<file path="src/rtl/ps2_event_queue.sv">
// ps2_event_queue
//   Turns the raw PS/2 scan-code byte stream into decoded key events
//   (make/break, E0 extended prefix, E1 Pause sequence). Events go into a
//   show-ahead FIFO that the CPU polls through a memory-mapped read path.
//
//   Event word: {valid, 5'b0, ext, rel, code[7:0]}; 16'h0000 when empty.
//
//   Handshake: rx_valid is a one-cycle strobe qualifying rx_byte, with no
//   back-pressure; one byte is consumed per strobe. ren pops the head entry
//   at the clock edge only when count > 0, and is ignored while empty.
//
//   Optional feature: define PS2_REPEAT_FILTER_EN to suppress typematic
//   repeats. A make that matches the held key is not pushed.
//
//   dbg_state exposes the sequencer state so that checkers can be bound
//   to it.
module ps2_event_queue #(
    parameter int DEPTH          = 16,
    parameter int TIMEOUT_CYCLES = 1000000
) (
    input  logic                     clk,
    input  logic                     rst_n,
    input  logic [7:0]               rx_byte,
    input  logic                     rx_valid,
    input  logic                     ren,
    input  logic                     clr_ovf,
    output logic [15:0]              data,
    output logic                     ready,
    output logic [$clog2(DEPTH):0]   count,
    output logic                     overflow,
    output logic [2:0]               dbg_state
);

    localparam int AW = $clog2(DEPTH);
    localparam int CW = AW + 1;
    localparam int TW = (TIMEOUT_CYCLES > 2) ? $clog2(TIMEOUT_CYCLES) : 1;

    typedef enum logic [2:0] {
        S_IDLE    = 3'd0,
        S_EXT     = 3'd1,
        S_BRK     = 3'd2,
        S_EXT_BRK = 3'd3,
        S_PAUSE   = 3'd4
    } state_t;

    state_t          state, next_state;
    logic [2:0]      pause_cnt, next_pause;
    logic [TW-1:0]   tmo_cnt;
    logic            timed_out;

    // Decoded event offered to the queue this cycle
    logic            ev_valid;
    logic            ev_ext;
    logic            ev_rel;
    logic [7:0]      ev_code;
    logic            push_req;

    // FIFO storage and bookkeeping
    logic [9:0]      mem [DEPTH];
    logic [AW-1:0]   wr_ptr, rd_ptr;
    logic            full, empty;
    logic            do_push, do_pop, drop;

    // Bytes the keyboard sends that are not key events (ACK, BAT, echo, resend, errors)
    function automatic logic is_ignored(input logic [7:0] b);
        return (b == 8'hFA) || (b == 8'hAA) || (b == 8'hEE) ||
               (b == 8'hFE) || (b == 8'h00) || (b == 8'hFF);
    endfunction

    assign timed_out = (state != S_IDLE) && (tmo_cnt == TW'(TIMEOUT_CYCLES - 1));

    // Sequencer state, pause byte counter
    always_ff @(posedge clk or negedge rst_n) begin
        if (!rst_n) begin
            state     <= S_IDLE;
            pause_cnt <= 3'd0;
        end else begin
            state     <= next_state;
            pause_cnt <= next_pause;
        end
    end

    // Inactivity timer: counts only inside a partial sequence, restarts on every byte
    always_ff @(posedge clk or negedge rst_n) begin
        if (!rst_n) begin
            tmo_cnt <= '0;
        end else if (rx_valid || (state == S_IDLE) || timed_out) begin
            tmo_cnt <= '0;
        end else begin
            tmo_cnt <= tmo_cnt + TW'(1);
        end
    end

    // Next-state decode and event generation
    always_comb begin
        next_state = state;
        next_pause = pause_cnt;
        ev_valid   = 1'b0;
        ev_ext     = 1'b0;
        ev_rel     = 1'b0;
        ev_code    = rx_byte;
        if (rx_valid) begin
            case (state)
                S_IDLE: begin
                    if (rx_byte == 8'hE0) begin
                        next_state = S_EXT;
                    end else if (rx_byte == 8'hF0) begin
                        next_state = S_BRK;
                    end else if (rx_byte == 8'hE1) begin
                        next_state = S_PAUSE;
                        next_pause = 3'd7;
                    end else if (!is_ignored(rx_byte)) begin
                        ev_valid = 1'b1;
                    end
                end
                S_EXT: begin
                    if (rx_byte == 8'hF0) begin
                        next_state = S_EXT_BRK;
                    end else if (rx_byte != 8'hE0) begin
                        ev_valid   = 1'b1;
                        ev_ext     = 1'b1;
                        next_state = S_IDLE;
                    end
                end
                S_BRK: begin
                    // A second prefix after F0 is a protocol error: drop it all
                    if ((rx_byte != 8'hE0) && (rx_byte != 8'hF0)) begin
                        ev_valid = 1'b1;
                        ev_rel   = 1'b1;
                    end
                    next_state = S_IDLE;
                end
                S_EXT_BRK: begin
                    if ((rx_byte != 8'hE0) && (rx_byte != 8'hF0)) begin
                        ev_valid = 1'b1;
                        ev_ext   = 1'b1;
                        ev_rel   = 1'b1;
                    end
                    next_state = S_IDLE;
                end
                S_PAUSE: begin
                    // Pause has no break code; the 8-byte burst maps to one event
                    if (pause_cnt <= 3'd1) begin
                        ev_valid   = 1'b1;
                        ev_ext     = 1'b1;
                        ev_code    = 8'hE1;
                        next_pause = 3'd0;
                        next_state = S_IDLE;
                    end else begin
                        next_pause = pause_cnt - 3'd1;
                    end
                end
                default: begin
                    next_state = S_IDLE;
                    next_pause = 3'd0;
                end
            endcase
        end else if (timed_out) begin
            next_state = S_IDLE;
            next_pause = 3'd0;
        end
    end

`ifdef PS2_REPEAT_FILTER_EN
    logic            held_valid;
    logic            held_ext;
    logic [7:0]      held_code;
    logic            held_match;

    assign held_match = held_valid && (held_ext == ev_ext) && (held_code == ev_code);
    assign push_req   = ev_valid && !(!ev_rel && held_match);

    // Track the key currently held down so typematic repeats can be filtered
    always_ff @(posedge clk or negedge rst_n) begin
        if (!rst_n) begin
            held_valid <= 1'b0;
            held_ext   <= 1'b0;
            held_code  <= 8'h00;
        end else if (ev_valid) begin
            if (!ev_rel) begin
                if (!held_match) begin
                    held_valid <= 1'b1;
                    held_ext   <= ev_ext;
                    held_code  <= ev_code;
                end
            end else if (held_match) begin
                held_valid <= 1'b0;
            end
        end
    end
`else
    assign push_req = ev_valid;
`endif

    assign empty   = (count == '0);
    assign full    = (count == CW'(DEPTH));
    assign do_pop  = ren && !empty;
    // A full queue still accepts a push when the head leaves in the same cycle
    assign do_push = push_req && (!full || do_pop);
    assign drop    = push_req && full && !do_pop;

    // Entry storage; no reset needed, validity is tracked by count
    always_ff @(posedge clk) begin
        if (do_push) begin
            mem[wr_ptr] <= {ev_ext, ev_rel, ev_code};
        end
    end

    // Pointers (wrap naturally, DEPTH is a power of two) and occupancy
    always_ff @(posedge clk or negedge rst_n) begin
        if (!rst_n) begin
            wr_ptr <= '0;
            rd_ptr <= '0;
            count  <= '0;
        end else begin
            if (do_push) wr_ptr <= wr_ptr + AW'(1);
            if (do_pop)  rd_ptr <= rd_ptr + AW'(1);
            case ({do_push, do_pop})
                2'b10:   count <= count + CW'(1);
                2'b01:   count <= count - CW'(1);
                default: count <= count;
            endcase
        end
    end

    // Sticky overflow; a new drop wins over a clear in the same cycle
    always_ff @(posedge clk or negedge rst_n) begin
        if (!rst_n) begin
            overflow <= 1'b0;
        end else if (drop) begin
            overflow <= 1'b1;
        end else if (clr_ovf) begin
            overflow <= 1'b0;
        end
    end

    // Show-ahead read port
    always_comb begin
        data  = 16'h0000;
        ready = !empty;
        if (!empty) begin
            data = {1'b1, 5'b00000, mem[rd_ptr]};
        end
    end

    assign dbg_state = state;

endmodule

</file>
<file path="config.mk">
export PLATFORM = sky130hd
export DESIGN_NAME = ps2_event_queue
export DESIGN_NICKNAME = d
export VERILOG_FILES = /design/src/rtl/ps2_event_queue.sv
export SDC_FILE = /design/constraint.sdc
export NUM_CORES = 1
export LEC_CHECK = 0
export BUFFER_PORTS_ARGS = -buffer_cell sky130_fd_sc_hd__buf_2
export CAP_MARGIN = 20
export CORE_UTILIZATION = 35
export DETAILED_ROUTE_END_ITERATION = 10
export PLACE_DENSITY = 0.51
export SLEW_MARGIN = 20
export SYNTH_ARGS = -nofsm -noshare
export SYNTH_HDL_FRONTEND = slang
export SYNTH_SLANG_ARGS = --single-unit
</file>
<file path="constraint.sdc">
create_clock -name clk -period 4.5 [get_ports clk]
set_clock_uncertainty 0.2 [all_clocks]
set_input_delay 0.9 -clock clk [delete_from_list [all_inputs] [get_ports clk]]
set_output_delay 0.9 -clock clk [all_outputs]
set_load 0.01 [all_outputs]
</file>
* After elaboration in Yosys (flattened, before gate mapping)
Memory sizes are Yosys's and may differ from the RTL's.
Index checks and enable logic that the tools add are counted.
** Cells by class
- Shift operators :: 0
- Add/subtract/negate cells :: 6
- Order comparisons :: 1
- Mux-type cells :: 39
- Divide/modulo/power cells :: 0
- Reductions and logical operators :: 28
- Bitwise logic cells :: 0
- $mul :: 0
- Equal/unequal tests :: 25
** Operators with widths (count)
- 8-bit == test (second input constant) :: 8
- 3-bit two-way mux :: 13
- 8-bit two-way mux :: 3
- 20-bit by 1-bit adder with 20-bit output (second input constant) :: 1
- 20-bit == test (second input constant) :: 1
- 20-bit two-way mux :: 1
- 3-bit case mux with 3 select lines :: 2
- 1-bit two-way mux :: 16
- 16-bit two-way mux :: 1
- 8-bit != test (second input constant) :: 2
- 5-bit case mux with 2 select lines :: 1
- 3-bit != test (second input constant) :: 3
- 4-bit by 1-bit adder with 4-bit output (second input constant) :: 2
- 8-bit logical NOT :: 1
- 1-bit logical OR :: 8
- 3-bit by 2-bit == test with 1-bit output (second input constant) :: 2
- 1-bit logical AND :: 6
- 2-bit nonzero test :: 3
- 5-bit by 1-bit adder with 5-bit output (second input constant) :: 1
- 5-bit == test (second input constant) :: 1
- 5-bit logical NOT :: 1
- 5-bit by 2-bit != test with 1-bit output (second input constant) :: 1
- 5-bit AND reduction :: 1
- 5-bit by 1-bit subtractor with 5-bit output (second input constant) :: 1
- 17 further kinds :: 19
** Word-level totals
- Memory bits (writable) :: 160
- Logic and storage cells :: 107
- Output and inout port bits :: 26
- Memories :: 1
- Memory bits (read-only) :: 0
- Flip-flop bits (word level) :: 40
- Latch bits :: 0
** Memories
- mem :: words 16, width 10, read ports 1, clocked after memory_dff 0, wr ports 1, RTL line 59 : logic [9:0] mem [DEPTH];

* Logic depth before layout (Yosys ltp)
- Depth in word-level cells :: 15
- Mapped depth :: 15
- Depth with buffers taken out :: 14

* Worst setup path before layout
Ideal clock, no wire load.
- Path kind :: input port to flip-flop
- Start :: input port rx_valid
- End :: memory mem[0][0], enable pin
- Setup slack :: 0.574 ns
- Required time :: 3.893 ns
- Stages on the path :: 7
- Data arrival time :: 3.319 ns
- Cell sequence :: nand2b_4 or3_1 buf_2 o41a_1 nand2b_1 buf_2 nor4b_1
** Between the ends
- Cells in the longest elaborated chain, start to end :: 4
** Ends and longest elaborated chain
- start: declaration :: RTL line 24 : input logic rx_valid,
- 1-bit two-way mux :: RTL line 102 : if (rx_valid) begin
- 1-bit logical AND :: RTL line 199 : assign do_push = push_req && (!full || do_pop);
- 1-bit two-way mux :: RTL line 204 : if (do_push) begin
- 1-bit two-way mux (implied by the code) :: RTL line 205 : mem[wr_ptr] <= {ev_ext, ev_rel, ev_code};
- end: declaration :: RTL line 59
No other way between the ends.

* Final worst setup path
- Start :: register rd_ptr[0]
- End :: output port data[1]
** Between the ends
- Cells in the longest elaborated chain, start to end :: 2
** Ends and longest elaborated chain
- start: declaration :: RTL line 60 : logic [AW-1:0] wr_ptr, rd_ptr;
- start signal: assignment :: RTL line 217 : if (do_pop) rd_ptr <= rd_ptr + AW'(1);
- memory read 16 x 10 bit
- 16-bit two-way mux :: RTL line 241 : if (!empty) begin
- end: declaration :: RTL line 27 : output logic [15:0] data,
No other way between the ends.

==> flow_summary.yaml <==
status:
  run_status: "completed"
yosys:
  synthArstFlopShare_pct: 20.0
  synth_flop_cell: "sky130_fd_sc_hd__edfxtp_1"
  synth-seq-cells: 200
  synth_enable_flop_cells: 160
  syn-mean-instance-area_um2: 16.5
  synth_cell_types: 51
  synthesis.yosys.warnings: 0
  ys_top_cells_by_area: "sky130_fd_sc_hd__edfxtp_1, sky130_fd_sc_hd__mux4_2, sky130_fd_sc_hd__dfrtp_1"
  postSynthCellCount: 524
  synth_largest_area_cell: "sky130_fd_sc_hd__edfxtp_1"
  synthesis.area_um2: 8620
  yosysTopAreaCellShare_pct: 55.7
  synth-seq-area-share_pct: 67.3
critical_path:
  crit_chain: "buf_4 > mux4_2 > mux4_2 > nor2b_1 > buf_2"
  critical_path_class: "flop to output pin"
  timing.critical_path.buf_inv: 2
  critical_path.startpoint: "rd_ptr[0]"
  cp.arrival_ps: 2880
  cpPeakStageDelay_ps: 730
  critPathMostFrequentCell: "sky130_fd_sc_hd__mux4_2"
  crit_family: "multiplexers"
  slowest_cell_on_the_critical_path: "sky130_fd_sc_hd__dfrtp_2"
  worstSetupEndpointType: "output pin"
  setup.worst_path.start_class: "flop"
  timing.critical_path.required_ps: 3400
  timing.rr.start: "dbg_state[2]"
  critical_path_peak_fanout: 15
clock_tree:
  cts-root-to-sink-buffers: 2
  cts_sinks: 200
  latest_clock_arrival_within_the_worst_skew_pair_ps: 420
  post_cts_setup_buffers: 0
  cts_hold_buffers: 0
  cts_resized: 0
  clkTransAtPathRegs_ps: 70
  cts_tree: "yes"
  ctsRootBufferMaster: "sky130_fd_sc_hd__clkbuf_16"
  cts_inserted_buffers: 17
  htree_num_levels: 4
grt:
  initial_antenna_violation_count: 0
  global_routing_usage_on_met2_pct: 26.2
  grt.busiest_layer: "met2"
  grt_util_met1_pct: 20.8
  grt_usage_pct: 15.5
  remaining_global_route_overflow: 0
  grt_util_met3_pct: 2.87
  grt_pass1_wl_um: 28900
  first_global_vias: 4848
  largest_net_degree_at_the_start_of_global_routing: 41
worst_hold_path:
  min_path_type: "flop to flop"
  timing.hold.worst.start: "tmo_cnt[0]"
run:
  max_cap_viol_count: 0
routing:
  routed_via_density: 5.16
  antenna_violating_nets_post_route: 0
  drc_errors: 0
  post_drt_wl_per_cell_um: 20.6
  drt_wl_total_um: 18700
  via_count: 4683
  drtPass1Iterations: 5
  drt_iter0_drc: 345
timing:
  slew_headroom_pct: 34.2
  count_of_final_max_slew_check_failures: 0
  final_min_period_over_clock_period_pct: 88.4
  layout_min_cycle_time_ps: 3980
  fmaxAchievable_mhz: 251
  timing.final.hold_violations: 0
  timing.final.ws_setup_ps: 521
  finalSetupViolCount: 0
  setup-tns-final_ps: 0
  tightest_slew_ps: 984
  setup_repair_after_global_routing_missed_its_margin: "false"
cells_and_area:
  syn2layout_area_growth_pct: 14.2
  drive_gt1_share_pct: 26.4
  antennaDiodeCount: 0
  util_after_layout_pct: 40.6
  fin_nets: 597
die:
  row_count: 57
  effective_utilization_at_floorplan_pct: 35.6
  fp.coreArea_um2: 24200
  dieArea_um2: 25300
  overall_die_width_um: 159
  die_h_um: 159
  num_io_pins: 39
place:
  hpwlAfterDp_um: 12300
  globalplace.congestion: 0.752
  detailedPlace.worstSlack_ps: 438
  portBuffers: 33
pwr:
  power.density_cell_area_nw_per_um2: 582
  total_power_consumption_of_the_routed_design_uw: 5730
  p_leak_uw: 0.00342
  worst_ir_drop_vdd_v: 0.000308
[through the flow]
step,area [µm²],std cells,hold WS (ps)
3_5_place_dp,9290,877,246
3_3_place_gp,9280,877,239
5_1_grt,9840,907,280
4_1_cts,9840,907,265
6_report,9840,907,256
2_1_floorplan,8640,528,224
[layout by cell type (no fill, tap or decap), drive strengths merged, types with 2 or more instances in the layout]
master / count
nor4: 7
or2: 4
xor2: 14
inv: 14
and3: 9
o21ai: 5
clkbuf: 18
mux4: 50
or3: 3
clkinvlp: 4
nand3: 12
nor4b: 4
xnor2: 12
or4: 5
and2: 7
buf: 55
edfxtp: 160
nor2: 39
nand3b: 4
a21o: 3
ha: 11
nand2: 26
nor2b: 12
a21oi: 8
clkinv: 4
o31a: 2
a31oi: 4
conb: 5
nor3: 7
mux2i: 3
mux2: 4
nand4: 5
nand2b: 6
dfrtp: 40
bufinv: 2
[where the power goes]
group          total, µW  internal [µW]  switching (µW)
clock network       1460            812             648
registers           2530           2230             293
logic               1740            904             836
[path summary, 6_finish.rpt]
kind	end	slack (ps)	cells past startpoint
setup / recovery	data[1]	520	5
hold / removal	tmo_cnt[0]	260	1
setup reg to reg	count[4]	1070	9
hold reg to reg	tmo_cnt[0]	260	1
max in group asynchronous	rd_ptr[0]	3080	1
min in group asynchronous	count[0]	410	1
[synthesized netlist by cell type, types with 2 or more instances]
| cell | instances |
|---|---|
| sky130_fd_sc_hd__nor2b_1 | 12 |
| sky130_fd_sc_hd__nor2_1 | 39 |
| sky130_fd_sc_hd__nor4_1 | 7 |
| sky130_fd_sc_hd__a21o_1 | 3 |
| sky130_fd_sc_hd__ha_1 | 11 |
| sky130_fd_sc_hd__or3_1 | 3 |
| sky130_fd_sc_hd__mux4_2 | 50 |
| sky130_fd_sc_hd__buf_2 | 7 |
| sky130_fd_sc_hd__buf_1 | 2 |
| sky130_fd_sc_hd__a21oi_1 | 8 |
| sky130_fd_sc_hd__xor2_1 | 14 |
| sky130_fd_sc_hd__mux2i_1 | 3 |
| sky130_fd_sc_hd__nand2_1 | 26 |
| sky130_fd_sc_hd__nand2b_1 | 5 |
| sky130_fd_sc_hd__o31a_1 | 2 |
| sky130_fd_sc_hd__and3_1 | 9 |
| sky130_fd_sc_hd__dfrtp_1 | 40 |
| sky130_fd_sc_hd__a31oi_1 | 4 |
| sky130_fd_sc_hd__edfxtp_1 | 160 |
| sky130_fd_sc_hd__clkbuf_1 | 15 |
| sky130_fd_sc_hd__nand3b_1 | 4 |
| sky130_fd_sc_hd__or4_1 | 5 |
| sky130_fd_sc_hd__nand3_1 | 12 |
| sky130_fd_sc_hd__and2_1 | 7 |
| sky130_fd_sc_hd__or2_2 | 3 |
| sky130_fd_sc_hd__xnor2_1 | 12 |
| sky130_fd_sc_hd__nor3_1 | 7 |
| sky130_fd_sc_hd__o21ai_0 | 5 |
| sky130_fd_sc_hd__buf_4 | 6 |
| sky130_fd_sc_hd__inv_1 | 12 |
| sky130_fd_sc_hd__mux2_2 | 4 |
| sky130_fd_sc_hd__nand4_1 | 5 |
| sky130_fd_sc_hd__nor4b_1 | 4 |
[state kept, by name, summed over array words and instances (netlist names)]
| register | cells |
|---|---|
| tmo_cnt | 20 |
| rd_ptr | 4 |
| wr_ptr | 4 |
| mem | 160 |
| overflow | 1 |
| count | 5 |
| dbg_state | 3 |
| pause_cnt | 3 |
[worst reg2reg max path: stages, from the launching register on]
cell	delay [ps]
sky130_fd_sc_hd__dfrtp_1	450
sky130_fd_sc_hd__nand2b_4	190
sky130_fd_sc_hd__or3_1	430
sky130_fd_sc_hd__o41a_1	550
sky130_fd_sc_hd__and2_1	260
sky130_fd_sc_hd__ha_1	350
sky130_fd_sc_hd__a21o_1	120
sky130_fd_sc_hd__a21oi_1	100
sky130_fd_sc_hd__or4_1	440
sky130_fd_sc_hd__a221oi_2	250
[layout make-up]
cell class	count	area, µm²
well taps	324	405
inverters	12	45.0
multi-input cells	286	2690
fillers	2238	14400
flip-flops and latches	200	5810
clock inverters	12	128
repair buffers	55	343
clock buffers	18	429
[layer usage]
layer / routed length [µm] / up-vias
met5: 0 / -
met4: 125 / 0
met3: 511 / 9
met2: 9450 / 82
met1: 8610 / 2489
li1: - / 2103
[cell families (layout without fill, tap and decap cells)]
family / count (synthesis) / count (layout) / share of synthesized area, %
mux: 57 / 57 / 13.9
flops: 200 / 200 / 67.3
compound gates: 33 / 33 / 2.64
xor+xnor: 26 / 26 / 2.64
buf+inv: 42 / 97 / 2.19
fa+ha+maj: 12 / 12 / 1.83
simple gates: 153 / 153 / 9.38
other cells: 1 / 5 / 0.0435
Note: power is estimated with default switching activity, not from simulation.
